$ cat config.mk
export PLATFORM = sky130hd
export DESIGN_NAME = cordic_arbiter
export DESIGN_NICKNAME = d
export VERILOG_FILES = /design/src/rtl/cordic_arbiter.sv
export SDC_FILE = /design/constraint.sdc
export NUM_CORES = 1
export LEC_CHECK = 0
export BUFFER_PORTS_ARGS = -buffer_cell sky130_fd_sc_hd__buf_2
export CAP_MARGIN = 20
export CORE_UTILIZATION = 48
export CTS_BUF_LIST = sky130_fd_sc_hd__clkbuf_4 sky130_fd_sc_hd__clkbuf_8
export CTS_CLUSTER_DIAMETER = 60
export CTS_CLUSTER_SIZE = 20
export DETAILED_ROUTE_END_ITERATION = 10
export PLACE_DENSITY = 0.83
export RECOVER_POWER = 100
export SLEW_MARGIN = 5
export SYNTH_ARGS = -nofsm -noshare
export SYNTH_HDL_FRONTEND = slang
export SYNTH_SLANG_ARGS = --single-unit
$ cat constraint.sdc
create_clock -name clk -period 5.5 [get_ports clk]
set_input_delay 1.65 -clock clk [delete_from_list [all_inputs] [get_ports clk]]
set_output_delay 1.65 -clock clk [all_outputs]
set_load 0.03 [all_outputs]
$ cat src/rtl/cordic_arbiter.sv
// cordic_arbiter: round-robin shares one cordic between N_REQ requesters and routes
// each sin/cos result back to its issuer in strict issue order.
module cordic_arbiter #(
    parameter int N_REQ        = 4,
    parameter int BITS         = 16,
    parameter int THETA_W      = 32,
    parameter int MAX_INFLIGHT = 16
) (
    input  logic                                clk,
    input  logic                                reset,
    input  logic [N_REQ-1:0]                    req_valid,
    input  logic [N_REQ*THETA_W-1:0]            req_theta,
    output logic [N_REQ-1:0]                    req_ready,
    output logic [N_REQ-1:0]                    rsp_valid,
    output logic [BITS-1:0]                     rsp_sin,
    output logic [BITS-1:0]                     rsp_cos,
    input  logic [N_REQ-1:0]                    rsp_ready,
    output logic                                theta_wr_en,
    output logic [31:0]                         theta_din,
    input  logic                                theta_full,
    output logic                                sin_rd_en,
    input  logic [BITS-1:0]                     sin_dout,
    input  logic                                sin_empty,
    output logic                                cos_rd_en,
    input  logic [BITS-1:0]                     cos_dout,
    input  logic                                cos_empty,
    output logic [$clog2(MAX_INFLIGHT):0]       inflight,
    output logic                                err_orphan
);
    localparam int IW = $clog2(N_REQ);
    localparam int TW = $clog2(MAX_INFLIGHT);
    localparam int CW = TW + 1;

    typedef enum logic [1:0] {R_IDLE, R_READ, R_HOLD} state_t;

    state_t              r_state, w_next;
    logic [IW-1:0]       r_rr_ptr;
    logic [IW-1:0]       r_tag_mem [MAX_INFLIGHT];
    logic [TW-1:0]       r_wr_ptr, r_rd_ptr;
    logic [CW-1:0]       r_tcount, r_inflight;
    logic [IW-1:0]       r_cur_tag;
    logic [N_REQ-1:0]    r_rsp_valid;
    logic [BITS-1:0]     r_rsp_sin, r_rsp_cos;
    logic                r_err_orphan;

    logic                w_can_issue, w_grant_any, w_grant;
    logic [IW-1:0]       w_grant_idx;
    logic [THETA_W-1:0]  w_theta;
    logic                w_fifo_rdy, w_tag_ne, w_rd, w_hs, w_tag_pop;

    // Highest k assigned first so the nearest requester after rr_ptr wins.
    always_comb begin
        w_grant_any = 1'b0;
        w_grant_idx = '0;
        for (int k = N_REQ - 1; k >= 0; k--) begin
            if (req_valid[(int'(r_rr_ptr) + k) % N_REQ]) begin
                w_grant_any = 1'b1;
                w_grant_idx = IW'((int'(r_rr_ptr) + k) % N_REQ);
            end
        end
    end

    assign w_can_issue = reset && !theta_full && (r_inflight < CW'(MAX_INFLIGHT));
    assign w_grant     = w_can_issue && w_grant_any;
    assign w_theta     = req_theta[w_grant_idx*THETA_W +: THETA_W];
    assign req_ready   = w_grant ? (N_REQ'(1) << w_grant_idx) : '0;
    assign theta_wr_en = w_grant;
    assign theta_din   = w_grant ? 32'(w_theta) : '0;

    assign w_fifo_rdy = !sin_empty && !cos_empty;
    assign w_tag_ne   = r_tcount != '0;
    assign w_hs       = (r_state == R_HOLD) && rsp_ready[r_cur_tag];
    assign w_tag_pop  = r_state == R_READ;

    always_ff @(posedge clk) begin
        if (!reset)
            r_state <= R_IDLE;
        else
            r_state <= w_next;
    end

    always_comb begin
        w_next = r_state;
        case (r_state)
            R_IDLE:  w_next = (w_fifo_rdy && w_tag_ne) ? R_READ : R_IDLE;
            R_READ:  w_next = R_HOLD;
            R_HOLD:  w_next = w_hs ? R_IDLE : R_HOLD;
            default: w_next = R_IDLE;
        endcase
    end

    always_comb begin
        w_rd = reset && (r_state == R_IDLE) && w_fifo_rdy && w_tag_ne;
    end

    assign sin_rd_en = w_rd;
    assign cos_rd_en = w_rd;

    always_ff @(posedge clk) begin
        if (w_grant)
            r_tag_mem[r_wr_ptr] <= w_grant_idx;
    end

    always_ff @(posedge clk) begin
        if (!reset) begin
            r_rr_ptr   <= '0;
            r_wr_ptr   <= '0;
            r_rd_ptr   <= '0;
            r_tcount   <= '0;
            r_inflight <= '0;
        end else begin
            if (w_grant) begin
                r_rr_ptr <= (w_grant_idx == IW'(N_REQ - 1)) ? '0 : w_grant_idx + 1'b1;
                r_wr_ptr <= r_wr_ptr + 1'b1;
            end
            if (w_tag_pop)
                r_rd_ptr <= r_rd_ptr + 1'b1;
            r_tcount   <= r_tcount + CW'(w_grant) - CW'(w_tag_pop);
            r_inflight <= r_inflight + CW'(w_grant) - CW'(w_hs);
        end
    end

    // Results with no queued tag cannot be routed; flag them and leave the FIFOs alone.
    always_ff @(posedge clk) begin
        if (!reset) begin
            r_cur_tag    <= '0;
            r_rsp_valid  <= '0;
            r_rsp_sin    <= '0;
            r_rsp_cos    <= '0;
            r_err_orphan <= 1'b0;
        end else begin
            if (r_state == R_READ) begin
                r_rsp_sin   <= sin_dout;
                r_rsp_cos   <= cos_dout;
                r_cur_tag   <= r_tag_mem[r_rd_ptr];
                r_rsp_valid <= N_REQ'(1) << r_tag_mem[r_rd_ptr];
            end else if (w_hs) begin
                r_rsp_valid <= '0;
            end
            if ((r_state == R_IDLE) && w_fifo_rdy && !w_tag_ne)
                r_err_orphan <= 1'b1;
        end
    end

    assign rsp_valid  = r_rsp_valid;
    assign rsp_sin    = r_rsp_sin;
    assign rsp_cos    = r_rsp_cos;
    assign inflight   = r_inflight;
    assign err_orphan = r_err_orphan;
endmodule

# After elaboration in Yosys (flattened, before gate mapping)
# Memory sizes are Yosys's and may differ from the RTL's. A register that Yosys moved wholly into a read port is not among the register bits.
# Index checks and enable logic that the tools add are counted.
# op_classes
add_sub_neg,10
eq_ne,3
shift,3
reduce_logical,21
mux,33
bitwise,3
n_lt_le_gt_ge,6
# ops
operator,n
$shiftx A128 B8 Y32,1
$mux W32,1
$mux W4,5
$mux W1,15
$lt A3 B4 Y1 const B,3
$mux W2,6
$logic_and A1 B1 Y1,11
$add A5 B1 Y5,2
$bmux W1 S2,5
$sub A5 B1 Y5,2
$add A4 B1 Y4 const B,2
$shl A1 B2 Y4 const A,2
$lt A2 B3 Y1 const B,2
$pmux W2 S3,1
$reduce_or A2 Y1,3
$lt A5 B5 Y1 const B,1
$reduce_bool A5 Y1,1
$add A2 B1 Y2 const B,2
$add A2 B2 Y2 const B,2
$eq A2 B2 Y1 const B,2
$logic_not A1 Y1,4
$and A1 B1 Y1 const A,3
$eq A2 B1 Y1 const B,1
$logic_not A2 Y1,1
$reduce_bool A2 Y1,1
# totals
memories,1
register_bits,61
mem_bits_rw,32
input_bits,173
# mem_list
name,depth,word_bits,rd,rd_clocked_by_memory_dff,write_ports,line_no,source
r_tag_mem,16,2,1,1,1,38,logic [IW-1:0] r_tag_mem [MAX_INFLIGHT];

# Logic depth before layout (Yosys ltp)
# Gate-level depths: netlist of the first run.
# depth
ltp_word,13
depth_mapped,14
mapped_depth_nobuf,12

# Worst setup path after synthesis of the first run
# No wires, ideal clock.
# synth_timing
path_kind,input -> output
startpoint,input port req_valid[2]
endpoint,output port theta_din[10]
t_arrival_ns,3.523
stages,6
required_time_ns,3.850
slack_ns,0.327
path_cell_list,inv_1 -> o221ai_1 -> a21oi_1 -> nand2_1 -> clkbuf_1 -> o22ai_1
# synth_via
elab_chain_len,9
elab_cells_between_ends,22
cone_classes,1 x shift; 20 x mux; 1 x reduce/logical
# synth_rtl
element,line_no,source
from (decl),11,"input logic [N_REQ-1:0] req_valid,"
$bmux W1 S2,56,if (req_valid[(int'(r_rr_ptr) + k) % N_REQ]) begin
$mux W1 (not written as such) (2 in series),56,
$mux W2 (3 in series),56,
$mux W2 (*),56,
named net w_grant_idx[0],47,logic [IW-1:0] w_grant_idx;
$shiftx A128 B8 Y32 (*),65,assign w_theta = req_theta[w_grant_idx*THETA_W +: THETA_W];
$mux W32 (*),68,assign theta_din = w_grant ? 32'(w_theta) : '0;
to (decl),19,"output logic [31:0] theta_din,"
# The timed path passes the listed nets; every way through them passes the cells marked *. The select of a mux whose other input is x is not followed.

# Final worst setup path of the first run
# layout_timing
startpoint,input port req_valid[0]
endpoint,output port req_ready[1]
# layout_via
elab_chain_len,9
elab_cells_between_ends,22
cone_classes,1 x shift; 20 x mux; 1 x reduce/logical
# layout_rtl
element,line_no,source
$bmux W1 S2,56,
$mux W1 (not written as such) (2 in series),56,
$mux W2 or $mux W1 (tied branches) (4 in series),56,
$shl A1 B2 Y4 or $logic_and A1 B1 Y1 (tied branches),"66, 64",
$mux W4 (*),66,assign req_ready = w_grant ? (N_REQ'(1) << w_grant_idx) : '0;
to (decl),13,"output logic [N_REQ-1:0] req_ready,"
# Mark *: on every way between the ends. The rest lies on a longest branch, timed or not. The select of a mux whose other input is x is not followed.

==> reports/metrics.cfg, run 1 <==
[routing]
dr.pass1.iters = 4
ant_nets = 0
post_drt_wl_per_cell_um = 15.84
drtIter0Drc = 298
vias = 4726
viasPerCell = 5.222
drt-total-wl_mm = 14.34
drc = 0

[min_path]
min_from = rsp_cos[6]
min_path_type = register to register
holdPathStages = 2
holdPathEnd = rsp_cos[6]

[timing]
tns_ns = 0
worst_pin_slew_ns = 2.438
rsz0062_at_grt = false
whs_ns = 0.4585
period_minus_slack_ns = 5.181
clock_skew_ns = 0.01109
finalMaxSlewViolations = 55
max_slew_margin_pct = -62.51
hold_viol = 0
fin_crit_sh_pct = 94.20
fmax_mhz = 193.0
setup_violations = 0

[floorplan]
dieArea_mm2 = 0.01096
start_util_pct = 49.27
io_pins = 254
die_y_um = 104.7
die_w_um = 104.7
rows = 37
core-area_mm2 = 0.01028

[yosys]
syn_inst = 524
syn_area_per_cell_um2 = 9.663
ys.flop_type = dfxtp_1
ys_ff_latch = 97
synth_fp_nets = 719
synth_top_area_share_pct = 25.70
ys_seq_area_share_pct = 44.68
synth_edf_count = 32
synth_largest_area_cell = dfxtp_1
yosys-top-cells-area = dfxtp_1 (26%), edfxtp_1 (19%), mux2i_1 (14%)
synth_area_mm2 = 0.005064
ys_async_sr_fraction_pct = 0
synth.distinct_cells = 46
synth_warnings = 0

[job]
max_cap_viol_count = 1

[place]
placedCellCount = 888
gp_congestion = 0.9247
io_buffers = 253
hpwl_mm = 11.23
placed_area_mm2 = 0.006436

[power]
switching_share_pct = 36.51
p_comb_share_pct = 36.1
clkPwrFrac_pct = 23.1
p_int_w = 0.001331
p_total_w = 0.002097
net-switching-power_w = 0.0007656
cellLeakagePower_nw = 3.004
ir_worst_vdd_v = 0.0001614
power_frac_seq_pct = 40.9
p_per_area_mw_per_mm2 = 319.3

[critical_path]
crit_required_ns = 3.85
crit_arrival_ns = 3.53
path_class = primary input to primary output
worst_r2r_startpoint = r_cur_tag[0]
startpoint_type = primary input
crit_fanout = 33
rr_worst_depth = 12
cp-end-kind = primary output
slowest_delay_ns = 0.54
reg2reg_slack_ns = 2.75
path_buf_inv = 3
path_cells = clkbuf_1, a21o_1, a21oi_1, o22ai_4, clkbuf_4, ha_1, and2_1, clkbuf_1
r2r-end = inflight[4]
crit_top_cell = clkbuf_1
slowest_stage = clkbuf_4
cpLargestDelayFamily = buffers and inverters

[global_routing]
grt_antenna_before_repair = 1
grt_pass1_wl_mm = 22.30
grt_overflow_total = 0
grt_pass1_vias = 4661
grt_max_degree = 55
grtUsageTotal_pct = 25.97

[cts]
ctsResizeCount = 0
clk_latency_ns = 0.37
numCtsBuffers = 9
cts-hold-fix-buffers = 0
root_buffer = clkbuf_8
cts_max_level = 3
cts.sinks = 97
clk_pin_slew_ns = 0.09
cts_max_path_buffers = 2
cts_tree = done
post_cts_buffers = 0

[outcome]
outcome = complete, but fails checks
violations = capacitance limit, slew limit

[final_layout]
layout.cells.non_filler = 905
design_area_mm2 = 0.006568
area_delta_synth_final_pct = 29.70
layout-drive-gt1-share_pct = 30.60
nets = 958

==> cell usage in the layout, fill, tap and decap left out, types with 4 or more instances in the layout <==
| cell | n |
|---|---|
| a21oi_1 | 44 |
| nand2b_1 | 5 |
| nand2_1 | 87 |
| buf_2 | 195 |
| a21o_1 | 6 |
| and2_1 | 7 |
| clkbuf_1 | 60 |
| buf_4 | 7 |
| ha_1 | 20 |
| xor2_1 | 9 |
| mux4_2 | 6 |
| clkbuf_8 | 10 |
| nor2_1 | 32 |
| mux2i_1 | 71 |
| edfxtp_1 | 32 |
| inv_1 | 26 |
| o22ai_1 | 33 |
| dfxtp_1 | 65 |
| nor3_1 | 4 |
==> flip-flops by register name, summed over array words and instances (netlist names), named ones only <==
name	count
r_rd_ptr	4
rsp_sin	16
r_state	2
r_cur_tag	2
rsp_valid	4
r_tag_mem	32
r_rr_ptr	2
rsp_cos	16
r_wr_ptr	4
r_tcount	5
err_orphan	1
inflight	5
==> layer usage <==
metal,part of all wire [%],track usage [%]
met4,3.2,11.77
met2,51,48.16
met3,6.6,4.866
met5,0,0
met1,39,28.56
==> area by class of cell <==
class,count,area (um2)
Multi-Input combinational cell,364,2554
Tap cell,136,170.2
Inverter,27,101.3
Timing Repair Buffer,264,1266
Antenna cell,1,2.502
Sequential cell,97,2262
Clock inverter,6,73.82
Fill cell,869,3710
Clock buffer,10,137.6
==> through the flow <==
step                util [%]  setup slack, ns
floorplan                  -           0.3274
global placement       62.62           0.5407
detailed placement     62.62           0.4547
CTS                    64.68           0.4471
global route           63.90           0.1862
finish                 63.90           0.3189
==> worst register-to-register path: stages (launching register included) <==
cell,delay [ns]
dfxtp_1,0.37
mux4_2,0.54
and3b_1,0.23
ha_1,0.27
inv_1,0.05
ha_1,0.15
inv_1,0.05
fa_1,0.39
inv_1,0.07
a21o_1,0.11
a21oi_1,0.08
xnor2_1,0.17
nor2_1,0.06
==> power groups by stage <==
stage / clock network [W] / logic, W / registers [W]
global route: 0.000520 / 0.000821 / 0.000865
detailed placement: 0 / 0.000767 / 0.000871
finish: 0.000484 / 0.000756 / 0.000857
CTS: 0.000492 / 0.000771 / 0.000855
floorplan: 0 / 0.000492 / 0.000915
global placement: 0 / 0.000741 / 0.000867
==> Yosys cell counts, types with 2 or more instances <==
| master | number |
|---|---|
| o21a_1 | 2 |
| a21o_1 | 6 |
| ha_1 | 20 |
| xnor2_1 | 3 |
| nand2_1 | 87 |
| buf_4 | 2 |
| buf_2 | 8 |
| mux2_2 | 2 |
| nor3_1 | 4 |
| a21oi_1 | 44 |
| nand4_1 | 2 |
| edfxtp_1 | 32 |
| inv_1 | 26 |
| buf_1 | 7 |
| fa_1 | 2 |
| o31ai_1 | 3 |
| dfxtp_1 | 65 |
| mux4_2 | 6 |
| o221ai_1 | 2 |
| o22ai_1 | 34 |
| xor2_1 | 9 |
| clkbuf_1 | 18 |
| nand3_1 | 2 |
| o21ai_0 | 3 |
| nand2b_1 | 5 |
| nor2_1 | 32 |
| mux2i_1 | 71 |
| and2_1 | 9 |
==> cell families (layout without fill, tap and decap cells) <==
kind of cell | after synthesis | after routing | synth area share (%)
and+or+nand+nor | 150 | 150 | 12.85
AOI/OAI and AO/OA | 100 | 100 | 12.13
DFF | 97 | 97 | 44.68
muxes | 80 | 80 | 17.37
buffers and inverters | 63 | 307 | 5.164
adders and majority gates | 22 | 22 | 5.733
xor gates and xnor gates | 12 | 12 | 2.076
other | 0 | 1 | 0
==> how the worst max path moves through the flow <==
stage | to | from | depth (start not counted) | slack (ns)
floorplan | theta_din[10] | req_valid[2] | 6 | 0.33
global placement | theta_din[11] | req_valid[0] | 8 | 0.54
detailed placement | theta_din[30] | req_valid[0] | 8 | 0.45
CTS | theta_din[30] | req_valid[0] | 8 | 0.45
global route | theta_din[19] | reset | 7 | 0.19
finish | req_ready[1] | req_valid[0] | 8 | 0.32
Power figures use the tool's default switching activity.
==> inputs of run 2 (changes only) <==
Settings changed: RECOVER_POWER 100 to 25.
==> run 2 against run 1 <==
The run still ends with capacitance limit, slew limit left; count of clock-buffer cells in the layout unchanged; global-route usage did not move; cell count unchanged; sequential share of layout area is 0.38 points lower; via count is 1.2% lower; routed wire length is 0.82% lower.
==> reports/metrics.cfg, run 2 (synthesis gave the netlist of run 1 again) <==
[global_routing]
grt_max_degree = 55  ; unchanged
grt_antenna_before_repair = 1  ; unchanged
grt_pass1_wl_mm = 22.30  ; unchanged
grtUsageTotal_pct = 25.97  ; unchanged
grt_overflow_total = 0  ; unchanged
grt_pass1_vias = 4661  ; unchanged

[critical_path]
cp-end-kind = primary output
crit_required_ns = 3.85  ; about the same
worst_r2r_startpoint = r_cur_tag[0]
path_class = primary input to primary output
crit_arrival_ns = 3.47  ; -0.06 ns
reg2reg_slack_ns = 2.75  ; about the same
startpoint = reset
critPathCapture = theta_din[19]
startpoint_type = primary input
rr_worst_depth = 12  ; unchanged
r2r-end = inflight[4]
crit_fanout = 24  ; -27%

[final_layout]
area_delta_synth_final_pct = 31.13
fillerInstances = 837  ; -3.7%
layout_common_cells = buf_2 (251), nand2_1 (87), mux2i_1 (71), dfxtp_1 (65), a21oi_1 (44)
final_common_cell = buf_2
design_area_mm2 = 0.006640  ; +1.1%
largest_reg_flops = 32  ; unchanged
nets = 958  ; unchanged
regMostFlops = r_tag_mem
layout-drive-gt1-share_pct = 37.89  ; +7.3 points

[cts]
cts_max_level = 3  ; unchanged
numCtsBuffers = 9  ; unchanged
cts-hold-fix-buffers = 0  ; unchanged
post_cts_buffers = 0  ; unchanged
cts.sinks = 97  ; unchanged
clk_latency_ns = 0.37  ; about the same
clk_pin_slew_ns = 0.09  ; about the same
cts_max_path_buffers = 2  ; unchanged
root_buffer = clkbuf_8
ctsResizeCount = 0  ; unchanged
cts_tree = done

[floorplan]
io_pins = 254  ; unchanged
dieArea_mm2 = 0.01096  ; unchanged
rows = 37  ; unchanged
core-area_mm2 = 0.01028  ; unchanged
start_util_pct = 49.27  ; unchanged
die_w_um = 104.7  ; unchanged
die_y_um = 104.7  ; unchanged

[place]
io_buffers = 253  ; unchanged
hpwl_mm = 11.23  ; unchanged
placed_area_mm2 = 0.006436  ; unchanged
gp_congestion = 0.9247  ; unchanged

[routing]
ant_nets = 0  ; unchanged
post_drt_wl_per_cell_um = 15.71  ; -0.82%
vias = 4669  ; -1.2%
viasPerCell = 5.159  ; -1.2%
drc = 0  ; unchanged
drt-total-wl_mm = 14.22  ; -0.82%
dr.pass1.iters = 5  ; +1
drtIter0Drc = 289  ; -3.0%

[timing]
fin_crit_sh_pct = 93.18  ; -1.0 points
max_slew_margin_pct = -60.47  ; +2.0 points
hold_viol = 0  ; unchanged
rsz0062_at_grt = false
period_minus_slack_ns = 5.125  ; -0.05641 ns
fmax_mhz = 195.1  ; +1.1%
finalMaxSlewViolations = 55  ; unchanged
clock_skew_ns = 0.01044  ; -0.0006517 ns
tns_ns = 0  ; unchanged
setup_violations = 0  ; unchanged
worst_pin_slew_ns = 2.407  ; -0.03049 ns

[power]
p_per_area_mw_per_mm2 = 317.0  ; -0.72%
ir_worst_vdd_v = 0.0001613  ; about the same
cellLeakagePower_nw = 3.245  ; +8.0%

[outcome]
outcome = complete, but fails checks
violations = capacitance limit, slew limit

[min_path]
min_path_type = register to register

[job]
max_cap_viol_count = 1  ; unchanged

[run 2: cell count changes in the layout (fill, tap and decap cells not counted), sizes merged]
cell,previous run,this run
buf,202,260
clkbuf,72,14
[run 2: layout make-up]
cell class / instances / area (um2) / area share, %
clock buffer: 10 / 137.6 / 2.073
multi-input combinational: 364 / 2554 / 38.46
inverter: 27 / 101.3 / 1.526
timing repair buffer: 264 / 1339 / 20.16
antenna: 1 / 2.502 / 0.03769
clock inverter: 6 / 73.82 / 1.112
sequential: 97 / 2262 / 34.07
tap: 136 / 170.2 / 2.563
[run 2: per-stage QoR]
step                util [%]  setup WS (ns)  hold slack (ns)  cells  power (W)
global placement       62.62         0.5407           0.4282    888   0.001609
global route           64.61         0.1809           0.4743    905   0.002217
detailed placement     62.62         0.4547           0.4441    888   0.001638
floorplan                  -         0.3274           0.4414    524   0.001407
CTS                    64.68         0.4471           0.4574    904   0.002118
finish                 64.61         0.3753           0.4560    905   0.002105
[run 2: power breakdown]
| part | total [W] | switching [W] | internal (W) |
|---|---|---|---|
| Sequential | 0.000856 | 0.0000455 | 0.000810 |
| Clock | 0.000482 | 0.000254 | 0.000228 |
| Combinational | 0.000767 | 0.000462 | 0.000305 |
[run 2: per-layer routing]
layer  global-route usage [%]  wire, um  share of wire (%)  vias up
met1                    28.56      5599                 39     2130
met5                        0         0                  0        -
met4                    11.77       413                2.9        0
met2                    48.16      7340                 52      200
li1                         -         -                  -     2311
met3                    4.866       866                6.1       28
[run 2: how the worst min path moves through the flow]
stage / start / endpoint / slack, ns / depth (start not counted)
finish: rsp_cos[6] / rsp_cos[6] / 0.46 / 2
global route: rsp_sin[9] / rsp_sin[9] / 0.47 / 2
CTS: rsp_sin[14] / rsp_sin[14] / 0.46 / 2
detailed placement: rsp_sin[14] / rsp_sin[14] / 0.44 / 2
global placement: err_orphan / err_orphan / 0.43 / 2
floorplan: r_cur_tag[1] / r_cur_tag[1] / 0.44 / 2
[run 2: critical path, stage by stage]
cell and delay [ns]:
clkbuf_1 0.38, inv_2 0.10, a2111oi_4 0.33, nand2_1 0.27, buf_4 0.30, o22ai_1 0.21, buf_2 0.23
==> inputs of run 3 (changes only) <==
==> constraint.sdc (replaced) <==
create_clock -name clk -period 5.5 [get_ports clk]
set_input_delay 1.1 -clock clk [delete_from_list [all_inputs] [get_ports clk]]
set_output_delay 1.1 -clock clk [all_outputs]
set_load 0.03 [all_outputs]
==> run 3 against run 2 <==
The run still ends with capacitance limit, slew limit left; non-clock buffer count fell by 4; clock power fell by 11%; sequential cell count did not move; cell area fell by 0.58%; cell count fell by 0.55%; worst hold slack got worse by 0.0065 ns; utilization fell by 0.38 points; power fell by 2.7%; first-iteration DRC count rose by 38%; largest cell class unchanged; highest routed layer is now met5.
==> reports/metrics.cfg, run 3 (synthesis gave the netlist of run 1 again) <==
[timing]
fin_crit_sh_pct = 83.54  ; -9.6 points
rsz0062_at_grt = false
hold_viol = 0  ; unchanged
fmax_mhz = 217.6  ; +12%
setup_violations = 0  ; unchanged
finalMaxSlewViolations = 55  ; unchanged
worst_pin_slew_ns = 2.353  ; -0.05408 ns
tns_ns = 0  ; unchanged
clock_skew_ns = 0.01337  ; +0.002935 ns
whs_ns = 0.4496  ; -0.006451 ns
period_minus_slack_ns = 4.595  ; -0.5298 ns
max_slew_margin_pct = -56.87  ; +3.6 points

[final_layout]
nets = 954  ; -0.42%
ff_latch_area_mm2 = 0.002262  ; unchanged
antenna_cells = 0  ; -1
final_common_cell = buf_2
regMostFlops = r_tag_mem
fillerInstances = 863  ; +3.1%
layout_common_cells = buf_2 (252), nand2_1 (87), mux2i_1 (71), dfxtp_1 (65), a21oi_1 (44)
layout-drive-gt1-share_pct = 37.70  ; -0.19 points
multi_input_area_mm2 = 0.002554  ; unchanged
area_delta_synth_final_pct = 30.37
design_area_mm2 = 0.006601  ; -0.58%
largest_reg_flops = 32  ; unchanged

[critical_path]
path_class = primary input to primary output
crit_fanout = 32  ; +33%
startpoint_type = primary input
crit_arrival_ns = 3.49  ; +0.02 ns
cp-end-kind = primary output
crit_required_ns = 4.40  ; +0.55 ns

[routing]
drtIter0Drc = 399  ; +38%
drt-total-wl_mm = 14.03  ; -1.3%
ant_nets = 0  ; unchanged
viasPerCell = 5.233  ; +1.4%
drc = 0  ; unchanged
vias = 4710  ; +0.88%
post_drt_wl_per_cell_um = 15.59  ; -0.77%
dr.pass1.iters = 5  ; unchanged

[min_path]
min_path_type = register to register

[cts]
cts_max_path_buffers = 2  ; unchanged
ctsResizeCount = 0  ; unchanged
clk_pin_slew_ns = 0.09  ; about the same
cts-hold-fix-buffers = 0  ; unchanged
numCtsBuffers = 9  ; unchanged
cts_max_level = 3  ; unchanged
post_cts_buffers = 0  ; unchanged
clk_latency_ns = 0.37  ; about the same
cts_tree = done
cts.sinks = 97  ; unchanged
root_buffer = clkbuf_8

[place]
io_buffers = 253  ; unchanged
hpwl_mm = 11.04  ; -1.7%
placed_area_mm2 = 0.006419  ; -0.27%
gp_congestion = 0.9302  ; +0.59%

[outcome]
outcome = complete, but fails checks
violations = capacitance limit, slew limit

[global_routing]
grt_pass1_wl_mm = 22.07  ; -1.0%
use_met1_pct = 27.52  ; -1.0 points
grt_pass1_vias = 4639  ; -0.47%
grt_antenna_before_repair = 1  ; unchanged
grtUsageTotal_pct = 25.61  ; -0.36 points
gr-usage-met2_pct = 48.11  ; about the same
grt_overflow_total = 0  ; unchanged
busiest_layer = met2
grt_max_degree = 55  ; unchanged
grt.met3_usage_pct = 6.176  ; +1.3 points

[power]
cellLeakagePower_nw = 3.232  ; -0.41%
p_total_w = 0.002047  ; -2.7%
p_per_area_mw_per_mm2 = 310.2  ; -2.1%
ir_worst_vdd_v = 0.0001547  ; -4.1%

[floorplan]
io_pins = 254  ; unchanged
die_w_um = 104.7  ; unchanged
start_util_pct = 49.27  ; unchanged
dieArea_mm2 = 0.01096  ; unchanged
rows = 37  ; unchanged
core-area_mm2 = 0.01028  ; unchanged
die_y_um = 104.7  ; unchanged

[job]
max_cap_viol_count = 1  ; unchanged

==> run 3: cell count changes in the layout (fill, tap and decap cells not counted), sizes merged <==
cell / delta
clkbuf: -3
clkinv: +3
buf: -2
bufinv: -1
clkinvlp: -1
diode: -1
==> run 3: worst paths after layout <==
check	start	to	slack, ns	cells after the start
max reg2reg	r_cur_tag[0]	inflight[4]	2.77	12
max	reset	theta_din[16]	0.91	6
min reg2reg	err_orphan	err_orphan	0.45	2
min	err_orphan	err_orphan	0.45	2
==> run 3: final cells by class <==
cell class                 count  share of cell area, %
multi-input combinational    364                  38.68
sequential                    97                  34.27
timing repair buffer         260                  20.09
tap                          136                  2.578
clock buffer                   9                  1.876
inverter                      27                  1.535
clock inverter                 7                 0.9666
==> run 3: metrics by stage <==
stage,std cells,setup WS [ns],util (%)
global route,900,0.7336,64.23
floorplan,524,1.427,-
detailed placement,884,1.168,62.45
global placement,884,1.229,62.45
CTS,900,1.165,64.28
finish,900,0.9051,64.23
==> run 3: per-layer routing <==
| layer | up-vias | routed length [um] | part of all wire, % |
|---|---|---|---|
| li1 | 2308 | - | - |
| met1 | 2148 | 5294 | 38 |
| met2 | 227 | 7344 | 52 |
| met3 | 25 | 1074 | 7.7 |
| met4 | 2 | 309 | 2.2 |
| met5 | - | 10 | 0.071 |
==> run 3: worst max-delay path, cell delays in order <==
cell and delay [ns]:
clkbuf_1 0.37, inv_1 0.17, a2111oi_4 0.41, nand2_1 0.72
o22ai_1 0.46, buf_2 0.26
==> run 3: power breakdown <==
part	switching, W	total [W]	internal [W]
logic	0.000459	0.000763	0.000305
registers	0.0000460	0.000856	0.000810
clock network	0.000256	0.000428	0.000172
total	0.000761	0.00205	0.00129
